<file path="config.mk">
export PLATFORM = sky130hd
export DESIGN_NAME = nn_frame_loader_flat
export DESIGN_NICKNAME = d
export VERILOG_FILES = /design/src/rtl/nn_loader_if.sv /design/src/rtl/nn_frame_loader.sv /design/src/flat_wrapper.sv
export SDC_FILE = /design/constraint.sdc
export NUM_CORES = 1
export LEC_CHECK = 0
export ABC_AREA = 1
export BUFFER_PORTS_ARGS = -buffer_cell sky130_fd_sc_hd__buf_2
export CORE_ASPECT_RATIO = 1.2
export CORE_MARGIN = 2
export CORE_UTILIZATION = 52
export DETAILED_ROUTE_END_ITERATION = 10
export PLACE_DENSITY = 0.81
export SYNTH_ARGS = -nofsm -noshare
export SYNTH_HDL_FRONTEND = slang
export SYNTH_SLANG_ARGS = --single-unit
</file>
<file path="constraint.sdc">
create_clock -name clk -period 2.22 [get_ports clk]
set_input_delay 0.444 -clock clk [delete_from_list [all_inputs] [get_ports clk]]
set_output_delay 0.444 -clock clk [all_outputs]
set_load 0.005 [all_outputs]
</file>
<file path="src/rtl/nn_loader_if.sv">
// nn_loader_if: sample stream, frame bus and frame handshake for nn_frame_loader.
// The loader side uses the slave modport; the producer/consumer side uses master.
// N_IN and IN_W must match the parameters of the connected nn_frame_loader.
interface nn_loader_if #(
  parameter int N_IN = 80,
  parameter int IN_W = 6
);
  logic [IN_W-1:0]      s_data;
  logic                 s_valid;
  logic                 s_ready;
  logic                 s_last;
  logic [N_IN*IN_W-1:0] frame;
  logic                 frame_valid;
  logic                 frame_ack;
  logic [6:0]           fill_cnt;

  modport master (
    output s_data, s_valid, s_last, frame_ack,
    input  s_ready, frame, frame_valid, fill_cnt
  );

  modport slave (
    input  s_data, s_valid, s_last, frame_ack,
    output s_ready, frame, frame_valid, fill_cnt
  );
endinterface

</file>
<file path="src/rtl/nn_frame_loader.sv">
// nn_frame_loader: collects N_IN feature samples into a flat frame register that
// feeds a combinational network, waits SETTLE_CYC cycles for it to settle, then
// holds the frame with frame_valid high until the consumer acknowledges.
// Optional feature: define NN_LOADER_PAD_EN to let s_last end a short frame,
// zero-filling the remaining slots. Without it s_last is ignored.
module nn_frame_loader #(
  parameter int N_IN       = 80,
  parameter int IN_W       = 6,
  parameter int SETTLE_CYC = 4
) (
  input  logic        clk,
  input  logic        rst_n,
  nn_loader_if.slave  bus
);

  localparam logic [1:0] ST_FILL   = 2'd0;
  localparam logic [1:0] ST_SETTLE = 2'd1;
  localparam logic [1:0] ST_HOLD   = 2'd2;

  localparam logic [6:0] LAST_SLOT   = 7'(N_IN - 1);
  localparam logic [3:0] SETTLE_LOAD = 4'(SETTLE_CYC - 1);
`ifdef NN_LOADER_PAD_EN
  localparam logic [6:0] FULL_CNT    = 7'(N_IN);
`endif

  logic [1:0]           state_q, state_d;
  logic [6:0]           fill_cnt_q, fill_cnt_d;
  logic [3:0]           settle_q, settle_d;
  logic [N_IN*IN_W-1:0] frame_q, frame_d;
  logic                 s_ready_q, s_ready_d;
  logic                 xfer;

  // s_ready_q is low out of reset, so no transfer happens before the first edge.
  assign xfer = bus.s_valid && s_ready_q && (state_q == ST_FILL);

  // Next-state, slot write, fill counter and settle counter.
  always_comb begin
    state_d    = state_q;
    fill_cnt_d = fill_cnt_q;
    settle_d   = settle_q;
    frame_d    = frame_q;
    case (state_q)
      ST_FILL: begin
        if (xfer) begin
          for (int k = 0; k < N_IN; k++) begin
            if (7'(k) == fill_cnt_q) frame_d[k*IN_W +: IN_W] = bus.s_data;
          end
          fill_cnt_d = fill_cnt_q + 7'd1;
          if (fill_cnt_q == LAST_SLOT) begin
            state_d  = ST_SETTLE;
            settle_d = SETTLE_LOAD;
          end
`ifdef NN_LOADER_PAD_EN
          else if (bus.s_last) begin
            // Short frame: every slot past the one just written becomes zero.
            for (int k = 0; k < N_IN; k++) begin
              if (7'(k) > fill_cnt_q) frame_d[k*IN_W +: IN_W] = '0;
            end
            fill_cnt_d = FULL_CNT;
            state_d    = ST_SETTLE;
            settle_d   = SETTLE_LOAD;
          end
`endif
        end
      end
      ST_SETTLE: begin
        if (settle_q == 4'd0) state_d = ST_HOLD;
        else                  settle_d = settle_q - 4'd1;
      end
      ST_HOLD: begin
        // Old frame contents stay until overwritten by the next fill.
        if (bus.frame_ack) begin
          state_d    = ST_FILL;
          fill_cnt_d = '0;
        end
      end
      default: state_d = ST_FILL;
    endcase
    // Registered from next state so s_ready never depends on s_valid.
    s_ready_d = (state_d == ST_FILL);
  end

  // State and frame registers; reset clears everything immediately.
  always_ff @(posedge clk or negedge rst_n) begin
    if (!rst_n) begin
      state_q    <= ST_FILL;
      fill_cnt_q <= '0;
      settle_q   <= '0;
      frame_q    <= '0;
      s_ready_q  <= 1'b0;
    end else begin
      state_q    <= state_d;
      fill_cnt_q <= fill_cnt_d;
      settle_q   <= settle_d;
      frame_q    <= frame_d;
      s_ready_q  <= s_ready_d;
    end
  end

  assign bus.s_ready     = s_ready_q;
  assign bus.frame       = frame_q;
  assign bus.frame_valid = (state_q == ST_HOLD);
  assign bus.fill_cnt    = fill_cnt_q;

endmodule

</file>
<file path="src/flat_wrapper.sv">
// flat-port wrapper written by rule: the top's interface ports become plain ports
module nn_frame_loader_flat 
#(
  parameter int N_IN       = 80,
  parameter int IN_W       = 6,
  parameter int SETTLE_CYC = 4
)
  (clk, rst_n, bus_s_data, bus_s_valid, bus_s_last, bus_frame_ack, bus_s_ready, bus_frame, bus_frame_valid, bus_fill_cnt);
  nn_loader_if #(.N_IN(N_IN), .IN_W(IN_W)) bus_i ();
  input  logic clk;
  input  logic rst_n;
  input wire logic [$bits(bus_i.s_data)-1:0] bus_s_data;
  input wire logic [$bits(bus_i.s_valid)-1:0] bus_s_valid;
  input wire logic [$bits(bus_i.s_last)-1:0] bus_s_last;
  input wire logic [$bits(bus_i.frame_ack)-1:0] bus_frame_ack;
  output wire logic [$bits(bus_i.s_ready)-1:0] bus_s_ready;
  output wire logic [$bits(bus_i.frame)-1:0] bus_frame;
  output wire logic [$bits(bus_i.frame_valid)-1:0] bus_frame_valid;
  output wire logic [$bits(bus_i.fill_cnt)-1:0] bus_fill_cnt;
  assign bus_i.s_data = bus_s_data;
  assign bus_i.s_valid = bus_s_valid;
  assign bus_i.s_last = bus_s_last;
  assign bus_i.frame_ack = bus_frame_ack;
  assign bus_s_ready = bus_i.s_ready;
  assign bus_frame = bus_i.frame;
  assign bus_frame_valid = bus_i.frame_valid;
  assign bus_fill_cnt = bus_i.fill_cnt;
  nn_frame_loader #(.N_IN(N_IN), .IN_W(IN_W), .SETTLE_CYC(SETTLE_CYC)) u_core (.clk(clk), .rst_n(rst_n), .bus(bus_i));
endmodule
</file>
==> out/metrics.cfg, run 1 <==
[status]
outcome=completed

[synthesis]
synth_edf_count=0
avgSynthCellArea_um2=8.90
yosys_warnings=0
syn_nets=2266
yosysSeqAreaShare=0.618
yosys_register_bits=494
async_reset_ff_frac=1.00
ys.flop_type=dfrtp_1
synth_area_mm2=0.0200
synth_cell_types=19
synth_cells=2249

[clocking]
insertion_delay_ns=0.57
cts_root_buffer=clkbuf_16
cts_buffers=47
clkTransAtPathRegs_ns=0.07
cts_max_level=2
clock_path_buffers=3
cts_sinks=494
cts_tree=yes
postCtsSetupBuffers=0

[sta]
rsz0062_at_grt=yes
holdWs_ns=0.148
slew_headroom=0.386
fmax_mhz=474
setup-violations-final=0
fin_crit_sh=0.949
finClkSkew_ns=0.0122
period_minus_slack_ns=2.11
slew_viol_final=0
hold_viol=0
tightestPinTransition_ns=0.921

[route]
antenna_left=0
drt_first_pass_iters=5
met2_length_um=32700
totalWireLength_um=67900
wl_met3_um=6120
via_per_inst=5.82
wl_met1_um=24800
routedWlPerCell_um=21.0
vias=18800
dr.first_iter.drc_count=1975
drc_errors=0
top_layer=met5

[placement]
dp.cells=3158
gp_congestion=0.861
dp_hpwl_um=45600
port_buffers=498

[power_and_ir_drop]
ir_drop_v=0.000767
powerDensity_mw_per_mm2=1220
p_leak_nw=14.4

[worst_hold_path]
hold_class=primary input to register
hold_end=u_core.state_q[1]
holdPathStages=2
min_from=bus_frame_ack

[finish]
drive_gt1_frac=0.250
final_nets=2745
areaGrowthSynthToFinish_pct=24.5
layout.cells.non_filler=3239
diodes=0
fillers=3005

[grt]
overflow=0
grt_pass1_wl_um=104000
antenna_found_initial=2
globalRouteTotalUtil=0.333
grt_max_degree=134
grt_pass1_vias=18300

[floorplan]
core_mm2=0.0379
die_x_um=183
pin_count=500
die_area_mm2=0.0401
rows=78
die_h_um=219
start_util=0.528

[worst_setup_path]
reg2reg_from=u_core.bus.fill_cnt[1]
worstSetupPathType=register to register
worstReg2RegEnd=u_core.bus.frame[439]
critPathLaunchType=register
cp_data_arrival_time_ns=2.50
crit_path_end_kind=register
crit_fanout=12
cp.required_ns=2.62
reg2reg_setup_slack_ns=0.11
r2r_cells=7

[run]
max_cap_violations=0

area by class of cell:
class	instances	area (um^2)	area share
clock inverters	12	150	0.00603
clock buffers	68	1340	0.0536
repair buffers	595	3450	0.138
well taps	480	601	0.0241
multi-input cells	1551	6880	0.276
flip-flops and latches	494	12400	0.496
inverters	39	146	0.00588
worst max-delay path: stages, from the launching register on:
cell,delay [ns]
dfrtp_1,0.44
inv_1,0.12
ha_1,0.27
nand2_1,0.13
nor2_2,0.34
nand2_1,0.36
nand2_1,0.15
o21ai_0,0.12
state kept, by name (all words and copies together), names as in the netlist:
name / count
u_core.bus.fill_cnt: 7
u_core.bus.frame: 480
u_core.bus.s_ready: 1
u_core.settle_q: 4
u_core.state_q: 2
through the flow:
| step | total power, mW | setup TNS [ns] | setup WS [ns] | utilization | area, um^2 |
|---|---|---|---|---|---|
| after CTS | 30.3 | 0 | 0.0273 | 0.657 | 24900 |
| after floorplan | 17.0 | 0 | 0.549 | - | 20000 |
| after detailed placement | 22.3 | 0 | 0.0741 | 0.618 | 23400 |
| final | 30.3 | 0 | 0.112 | 0.658 | 24900 |
| after global routing | 31.8 | -0.0892 | -0.0243 | 0.658 | 24900 |
| after global placement | 21.8 | 0 | 0.193 | 0.618 | 23400 |
cell usage after synthesis (all sizes together) (2+ instances only):
cell    count  share of area
nand2     910           0.17
dfrtp     494           0.62
ha          6         0.0038
nor2       71          0.014
nand3     267          0.067
a21oi       2        0.00050
clkinv      3        0.00056
nand4     169          0.053
o21ai     125          0.031
buf        62          0.015
inv        36         0.0068
clkbuf    103          0.019
worst max path at each step:
stage	start	slack (ns)	end
after floorplan	u_core.bus.fill_cnt[0]	0.55	u_core.bus.frame[360]
after global routing	u_core.bus.fill_cnt[0]	-0.02	u_core.bus.frame[161]
final	u_core.bus.fill_cnt[1]	0.11	u_core.bus.frame[439]
after global placement	u_core.bus.fill_cnt[4]	0.19	u_core.bus.frame[261]
after detailed placement	u_core.bus.fill_cnt[0]	0.07	u_core.bus.frame[90]
after CTS	u_core.bus.fill_cnt[0]	0.03	u_core.bus.frame[188]
cell families after synthesis:
| group | share of synthesized area |
|---|---|
| adders and majority gates | 0.00375 |
| AOI/OAI and AO/OA | 0.0318 |
| buffers and inverters | 0.0412 |
| and+or+nand+nor | 0.305 |
| DFF | 0.618 |
layout by cell type (no fill, tap or decap):
master and count:
nand2_1 902, buf_2 497, dfrtp_1 494, nand3_1 265
nand4_1 169, o21ai_0 110, buf_4 79, nor2_1 57
clkbuf_16 47, inv_1 33, buf_12 17, o21ai_1 15
clkbuf_1 13, nor2_2 11, nand2_2 8, clkbuf_8 8
ha_1 6, clkinv_2 5, inv_2 4, nor2_4 3
inv_6 3, bufinv_16 3, nand3_2 2, clkinv_1 2
a21oi_1 2, nor3_2 1, clkinv_4 1, dlygate4sd3_1 1
buf_8 1
per-layer routing:
layer | track usage | vias up
met3 | 0.0700 | 271
met2 | 0.551 | 1085
met4 | 0.187 | 2
met1 | 0.408 | 9134
met5 | 0 | -
li1 | - | 8343
what timing repair did:
action | 4_1_cts | 5_1_grt
hold endpoints to repair | 41 | 0
setup endpoints to repair | 0 | 44
hold buffers | 1 | 0
gates resized for setup | 0 | 10
power breakdown:
part	internal, mW	total, mW	leakage [nW]	switching [mW]
combinational	3.40	8.85	6.99	5.46
clock	4.51	7.98	0.732	3.47
sequential	11.7	13.5	6.69	1.74
Power figures use the tool's default switching activity.
==> run 2, diff against run 1 <==
--- a/config.mk
+++ b/config.mk
@@ -6,7 +6,7 @@
 export NUM_CORES = 1
 export LEC_CHECK = 0
 export ABC_AREA = 1
-export BUFFER_PORTS_ARGS = -buffer_cell sky130_fd_sc_hd__buf_2
+export BUFFER_PORTS_ARGS = -buffer_cell sky130_fd_sc_hd__buf_4
 export CORE_ASPECT_RATIO = 1.2
 export CORE_MARGIN = 2
 export CORE_UTILIZATION = 52
==> run 2 against run 1 <==
Net effect: combinational power rose by 14%; non-clock buffer count fell by 6; final area rose by 4.6%; power rose by 3.8%; via count fell by 0.85%; clock power fell by 3.3%; register-to-register slack improved by 0.03 ns; first-iteration DRC count fell by 14%; sequential power barely moved; highest routed layer is now met4.
==> out/metrics.cfg, run 2 (same netlist as run 1, synthesis figures left out) <==
[finish]
fin_util=0.688  ; +0.0303
final_nets=2738  ; -0.26%
fillers=2845  ; -5.3%
areaGrowthSynthToFinish_pct=30.3
drive_gt1_frac=0.247  ; -0.00336
final_common_cell=nand2_1
final_area_mm2=0.0261  ; +4.6%
largest_reg_flops=480  ; unchanged
layout_common_cells=nand2_1 (907), buf_4 (571), dfrtp_1 (494), nand3_1 (265), nand4_1 (169)
diodes=0  ; unchanged

[clocking]
clock_path_buffers=3  ; unchanged
cts_buffers=46  ; -2.1%
clkTransAtPathRegs_ns=0.06  ; about the same
cts_max_level=2  ; unchanged
cts_tree=yes
cts_sinks=494  ; unchanged
insertion_delay_ns=0.55  ; -0.02 ns
cts_root_buffer=clkbuf_16
postCtsSetupBuffers=0  ; unchanged

[worst_hold_path]
min_from=bus_frame_ack
hold_class=primary input to register
hold_end=u_core.state_q[1]
holdPathStages=2  ; unchanged

[sta]
setup-violations-final=0  ; unchanged
fin_tns_setup_ns=0  ; unchanged
finClkSkew_ns=0.0121  ; -0.000118 ns
slew_viol_final=0  ; unchanged
slew_headroom=0.436  ; +0.0502
period_minus_slack_ns=2.08  ; -0.0260 ns
hold_viol=0  ; unchanged
tightestPinTransition_ns=0.845  ; -0.0752 ns
rsz0062_at_grt=no
fmax_mhz=480  ; +1.2%
fin_crit_sh=0.938  ; -0.0117
holdWs_ns=0.136  ; -0.0120 ns

[floorplan]
pin_count=500  ; unchanged
die_area_mm2=0.0401  ; unchanged
core_mm2=0.0379  ; unchanged
die_h_um=219  ; unchanged
rows=78  ; unchanged
die_x_um=183  ; unchanged
start_util=0.528  ; unchanged

[grt]
grt_pass1_wl_um=103000  ; -0.99%
grt_use_met1=0.403  ; -0.00547
met3_usage=0.0685  ; -0.00149
globalRouteTotalUtil=0.330  ; -0.00308
met2_usage=0.545  ; -0.00631
antenna_found_initial=0  ; -2
top_usage_layer=met2
overflow=0  ; unchanged
grt_pass1_vias=18000  ; -1.7%
grt_max_degree=93  ; -31%

[route]
drc_errors=0  ; unchanged
vias=18700  ; -0.85%
drt_first_pass_iters=7  ; +2
routedWlPerCell_um=20.8  ; -0.83%
via_per_inst=5.77  ; -0.76%
antenna_left=0  ; unchanged
dr.first_iter.drc_count=1697  ; -14%
totalWireLength_um=67300  ; -0.92%

[worst_setup_path]
crit_buf_inv=2  ; +1
crit_chain=inv_1, nand3_1, inv_2, nand4_1, nand2_1, nand2_1
reg2reg_from=u_core.bus.fill_cnt[4]
reg2reg_setup_slack_ns=0.14  ; +0.03 ns
crit_family=simple AND/OR/NAND/NOR gates
cp_slowest_cell=nand4_1
worst_path_most_repeated_cell=nand2_1
critPathLaunchType=register
crit_path_end_kind=register
crit_fanout=18  ; +6
cp.required_ns=2.66  ; +0.04 ns
cp_data_arrival_time_ns=2.52  ; +0.02 ns
worstReg2RegEnd=u_core.bus.frame[18]
worstSetupPathType=register to register
critical-path-max-stage-delay_ns=0.52  ; +0.08 ns
r2r_cells=6  ; -1

[power_and_ir_drop]
p_leak_nw=14.4  ; about the same
power_mw=31.5  ; +3.8%
ir_drop_v=0.000886  ; +16%
powerDensity_mw_per_mm2=1210  ; -0.73%

[placement]
place_area_mm2=0.0246  ; +5.1%
dp_hpwl_um=46000  ; +0.90%
port_buffers=498  ; unchanged
gp_congestion=0.861  ; about the same

[run]
max_cap_violations=0  ; unchanged

[status]
outcome=completed

==> run 2: cell count changes in the layout (fill, tap and decap cells not counted), moves of 2 or more <==
cell,delta
nand2_1,+5
inv_6,-2
nand2_2,-5
clkbuf_8,+5
bufinv_16,-3
buf_4,+492
buf_2,-497
==> run 2: layout make-up <==
type,count,area (um^2),area share
clock buffer,74,1410,0.0540
clock inverter,9,55.1,0.00211
inverter,39,146,0.00562
multi-input combinational,1551,6860,0.263
sequential,494,12400,0.474
tap,480,601,0.0230
timing repair buffer,589,4630,0.178
==> run 2: how the worst max path moves through the flow <==
stage,cells past startpoint,to,start,slack [ns]
final,6,u_core.bus.frame[18],u_core.bus.fill_cnt[4],0.14
after global routing,7,u_core.bus.frame[172],u_core.bus.fill_cnt[3],0.003
after CTS,8,u_core.bus.frame[190],u_core.bus.fill_cnt[0],0.1
after detailed placement,8,u_core.bus.frame[190],u_core.bus.fill_cnt[0],0.13
after global placement,8,u_core.bus.frame[286],u_core.bus.fill_cnt[0],0.19
after floorplan,7,u_core.bus.frame[360],u_core.bus.fill_cnt[0],0.55
==> run 2: metrics by stage <==
step,std cells,setup WS [ns]
2_1_floorplan,2249,0.549
3_3_place_gp,3152,0.191
3_5_place_dp,3152,0.131
4_1_cts,3236,0.0984
5_1_grt,3236,0.00254
6_report,3236,0.138
==> run 2: layer usage <==
metal	vias to the layer above	part of all wire
met3	238	0.084
met1	9092	0.37
met5	-	0
li1	8331	-
met4	0	0.063
met2	1014	0.48
==> run 2: power by group <==
group	switching [mW]	total (mW)	internal [mW]
sequential	1.91	13.6	11.7
combinational	5.32	10.1	4.77
clock	3.38	7.72	4.34
==> run 2: what timing repair did <==
item                                    4_1_cts  5_1_grt
gates resized for setup                       0        4
endpoints found under the setup margin        0       22
hold endpoints to repair                     41        0
hold buffers                                  1        0
==> run 2: worst register-to-register path, cell delays in order, from the launching register on <==
cell	delay, ns
dfrtp_1	0.47
inv_1	0.15
nand3_1	0.16
inv_2	0.39
nand4_1	0.53
nand2_1	0.21
nand2_1	0.06
==> run 3, diff against run 2 <==
--- a/config.mk
+++ b/config.mk
@@ -5,13 +5,12 @@
 export SDC_FILE = /design/constraint.sdc
 export NUM_CORES = 1
 export LEC_CHECK = 0
-export ABC_AREA = 1
 export BUFFER_PORTS_ARGS = -buffer_cell sky130_fd_sc_hd__buf_4
 export CORE_ASPECT_RATIO = 1.2
 export CORE_MARGIN = 2
 export CORE_UTILIZATION = 52
 export DETAILED_ROUTE_END_ITERATION = 10
-export PLACE_DENSITY = 0.81
+export PLACE_DENSITY = 0.82
 export SYNTH_ARGS = -nofsm -noshare
 export SYNTH_HDL_FRONTEND = slang
 export SYNTH_SLANG_ARGS = --single-unit
==> run 3 against run 2 <==
Net effect: clock power up 2%; critical path type unchanged; setup slack got worse by 0.070 ns; first-iteration DRC count down 68%; power shrank 14%; register-to-register slack worse by 0.07 ns; highest routed layer unchanged; worst hold slack got worse by 0.053 ns; global-route usage shrank 4.9 points; final cell count down 31%; largest cell class unchanged; fmax decreased by 3.3%.
==> out/metrics.cfg, run 3 <==
[power_and_ir_drop]
ir_drop_v=0.000905  ; +2.2%
power_mw=27.1  ; -14%
p_leak_nw=13.7  ; -4.9%
powerDensity_mw_per_mm2=1050  ; -13%

[floorplan]
rows=77  ; -1.3%
pin_count=500  ; unchanged
start_util=0.528  ; about the same
die_area_mm2=0.0389  ; -2.8%
core_mm2=0.0368  ; -2.8%
die_x_um=180  ; -1.4%
die_h_um=216  ; -1.4%

[route]
totalWireLength_um=55400  ; -18%
antenna_left=0  ; unchanged
drc_errors=0  ; unchanged
drt_first_pass_iters=4  ; -3
routedWlPerCell_um=24.7  ; +19%
dr.first_iter.drc_count=536  ; -68%
via_per_inst=5.59  ; -3.1%
vias=12600  ; -33%

[synthesis]
synthMostInstantiatedCell=dfrtp_1
synth_cell_types=41  ; +22
synth_compound_area_frac=0.00470  ; -0.0271
yosys.area_share.simple=0.0530  ; -0.252
syn_nets=1228  ; -46%
synth_xor_xnor_area_share=0  ; unchanged
yosys_register_bits=494  ; unchanged
async_reset_ff_frac=1.00  ; unchanged
synthAdderAreaFrac=0.00386  ; +0.000112
avgSynthCellArea_um2=16.0  ; +80%
synth_edf_count=0  ; unchanged
synth_cells=1211  ; -46%
yosysTopAreaCellShare=0.636  ; +0.0184
synth_top_family_by_area=multiplexers
synth_area_mm2=0.0194  ; -2.9%
yosysTopAreaCell=dfrtp_1
yosys_warnings=0  ; unchanged
synth_area_leaders=dfrtp_1 (64%), mux2_2 (27%), nand4_1 (2.0%)
synthMuxAreaShare=0.280  ; +0.280
yosysSeqAreaShare=0.636  ; +0.0184
ys.flop_type=dfrtp_1
synthTopCellsByCount=dfrtp_1 (494), mux2_2 (474), nand4_1 (62)

[placement]
port_buffers=498  ; unchanged
dp_slack_ns=-0.0811  ; -0.212 ns
gp_congestion=0.799  ; -7.2%
place_area_mm2=0.0240  ; -2.4%
dp_hpwl_um=36900  ; -20%

[worst_setup_path]
crit_path_end_kind=register
crit_chain=nor4bb_4, buf_12, nand4_1, mux2_2
worstSetupPathType=register to register
cp.required_ns=2.66  ; about the same
cp_slowest_cell=dfrtp_1
critPathLaunchType=register
reg2reg_setup_slack_ns=0.07  ; -0.07 ns
crit_fanout=39  ; +21
cp_data_arrival_time_ns=2.60  ; +0.08 ns
critical-path-max-stage-delay_ns=0.45  ; -0.07 ns

[sta]
fin_crit_sh=0.969  ; +0.0317
period_minus_slack_ns=2.15  ; +0.0704 ns
setup_ws_ns=0.0679  ; -0.0704 ns
slew_viol_final=0  ; unchanged
slew_headroom=0.683  ; +0.247
tightestPinTransition_ns=0.475  ; -0.370 ns
finClkSkew_ns=0.0127  ; +0.000634 ns
hold_viol=0  ; unchanged
fin_tns_setup_ns=0  ; unchanged
setup-violations-final=0  ; unchanged
fmax_mhz=465  ; -3.3%

[finish]
final_nets=1760  ; -36%
fillers=2433  ; -14%
layout_common_cells=buf_4 (552), dfrtp_1 (494), mux2_2 (474), nand4_1 (62), clkbuf_16 (49)
diodes=0  ; unchanged
largest_reg_flops=480  ; unchanged
drive_gt1_frac=0.649  ; +0.402
final-seq-area_mm2=0.0124  ; unchanged
final_common_cell=buf_4
fin_util=0.698  ; +0.00986
final_area_mm2=0.0257  ; -1.4%
multi_input_area_mm2=0.00669  ; -2.5%
areaGrowthSynthToFinish_pct=32.3

[grt]
grt_max_degree=89  ; -4.3%
globalRouteTotalUtil=0.281  ; -0.0487
grt_pass1_vias=13300  ; -26%
antenna_found_initial=0  ; unchanged
grt_pass1_wl_um=83800  ; -18%
overflow=0  ; unchanged

[clocking]
insertion_delay_ns=0.57  ; +0.02 ns
clock_path_buffers=3  ; unchanged
clkTransAtPathRegs_ns=0.06  ; about the same
cts_max_level=2  ; unchanged
cts_root_buffer=clkbuf_16
cts_tree=yes
cts_buffers=47  ; +2.2%
cts_sinks=494  ; unchanged

[status]
outcome=completed

[run]
max_cap_violations=0  ; unchanged

[worst_hold_path]
hold_class=primary input to register

## run 3: changes by cell type after synthesis, moves of 49 or more
cell	previous run	this run
nor2_1	65	2
nand3_1	265	2
mux2_2	0	474
nand4_1	169	62
clkbuf_1	103	54
o21ai_0	110	4
nand2_1	909	9
## run 3: kinds of logic (layout without fill, tap and decap cells)
family                   Yosys count  in the layout
AO/OA/AOI/OAI                     14             14
AND/OR/NAND/NOR                  119            119
flip-flops                       494            494
buffers and inverters             95            656
multiplexers                     483            483
adder cells (fa/ha/maj)            6              6
## run 3: final cells by class
cell class	instances	share of cell area
clock inverter	13	0.00482
inverter	6	0.000876
sequential	494	0.481
timing repair buffer	572	0.176
clock buffer	65	0.0536
multi-input combinational	622	0.260
tap	474	0.0231
## run 3: final timing paths
| check | from | endpoint | cells after the start |
|---|---|---|---|
| setup / recovery | u_core.state_q[0] | u_core.bus.frame[198] | 4 |
| hold / removal | bus_frame_ack | u_core.state_q[1] | 2 |
| setup reg to reg | u_core.state_q[0] | u_core.bus.frame[198] | 4 |
| hold reg to reg | u_core.bus.frame[39] | u_core.bus.frame[39] | 1 |
| max in group asynchronous | rst_n | u_core.bus.frame[272] | 3 |
| min in group asynchronous | rst_n | u_core.bus.frame[478] | 2 |
## run 3: power by group
part | total (mW) | internal (mW) | leakage, nW | switching, mW
clock | 7.86 | 4.53 | 0.741 | 3.33
sequential | 12.0 | 10.8 | 6.69 | 1.14
combinational | 7.23 | 4.04 | 6.26 | 3.19
## run 3: worst max-delay path: cells and delay by family (launching register included)
kind / cells / cell delay, ns
buf+inv: 1 / 0.27
flops: 1 / 0.45
mux: 1 / 0.43
simple gates: 2 / 0.87
## run 3: what timing repair did
item | in CTS | in global routing
buffers inserted | 3 | 22
pin swaps | 3 | 18
hold buffers | 1 | 0
setup endpoints to repair | 14 | 183
endpoints found under the hold margin | 37 | 0
gates resized for setup | 0 | 1
## run 3: metrics by stage
stage	hold WS, ns	cells
after floorplan	0.148	1211
after global placement	0.409	2142
after global routing	0.0834	2246
after detailed placement	0.417	2142
after CTS	0.0573	2224
final	0.0832	2246
## run 3: per-layer routing
metal / GRT usage / wire, um
met5: 0 / 0
met4: 0.130 / 2810
met3: 0.0587 / 3200
met2: 0.477 / 27700
met1: 0.347 / 21600
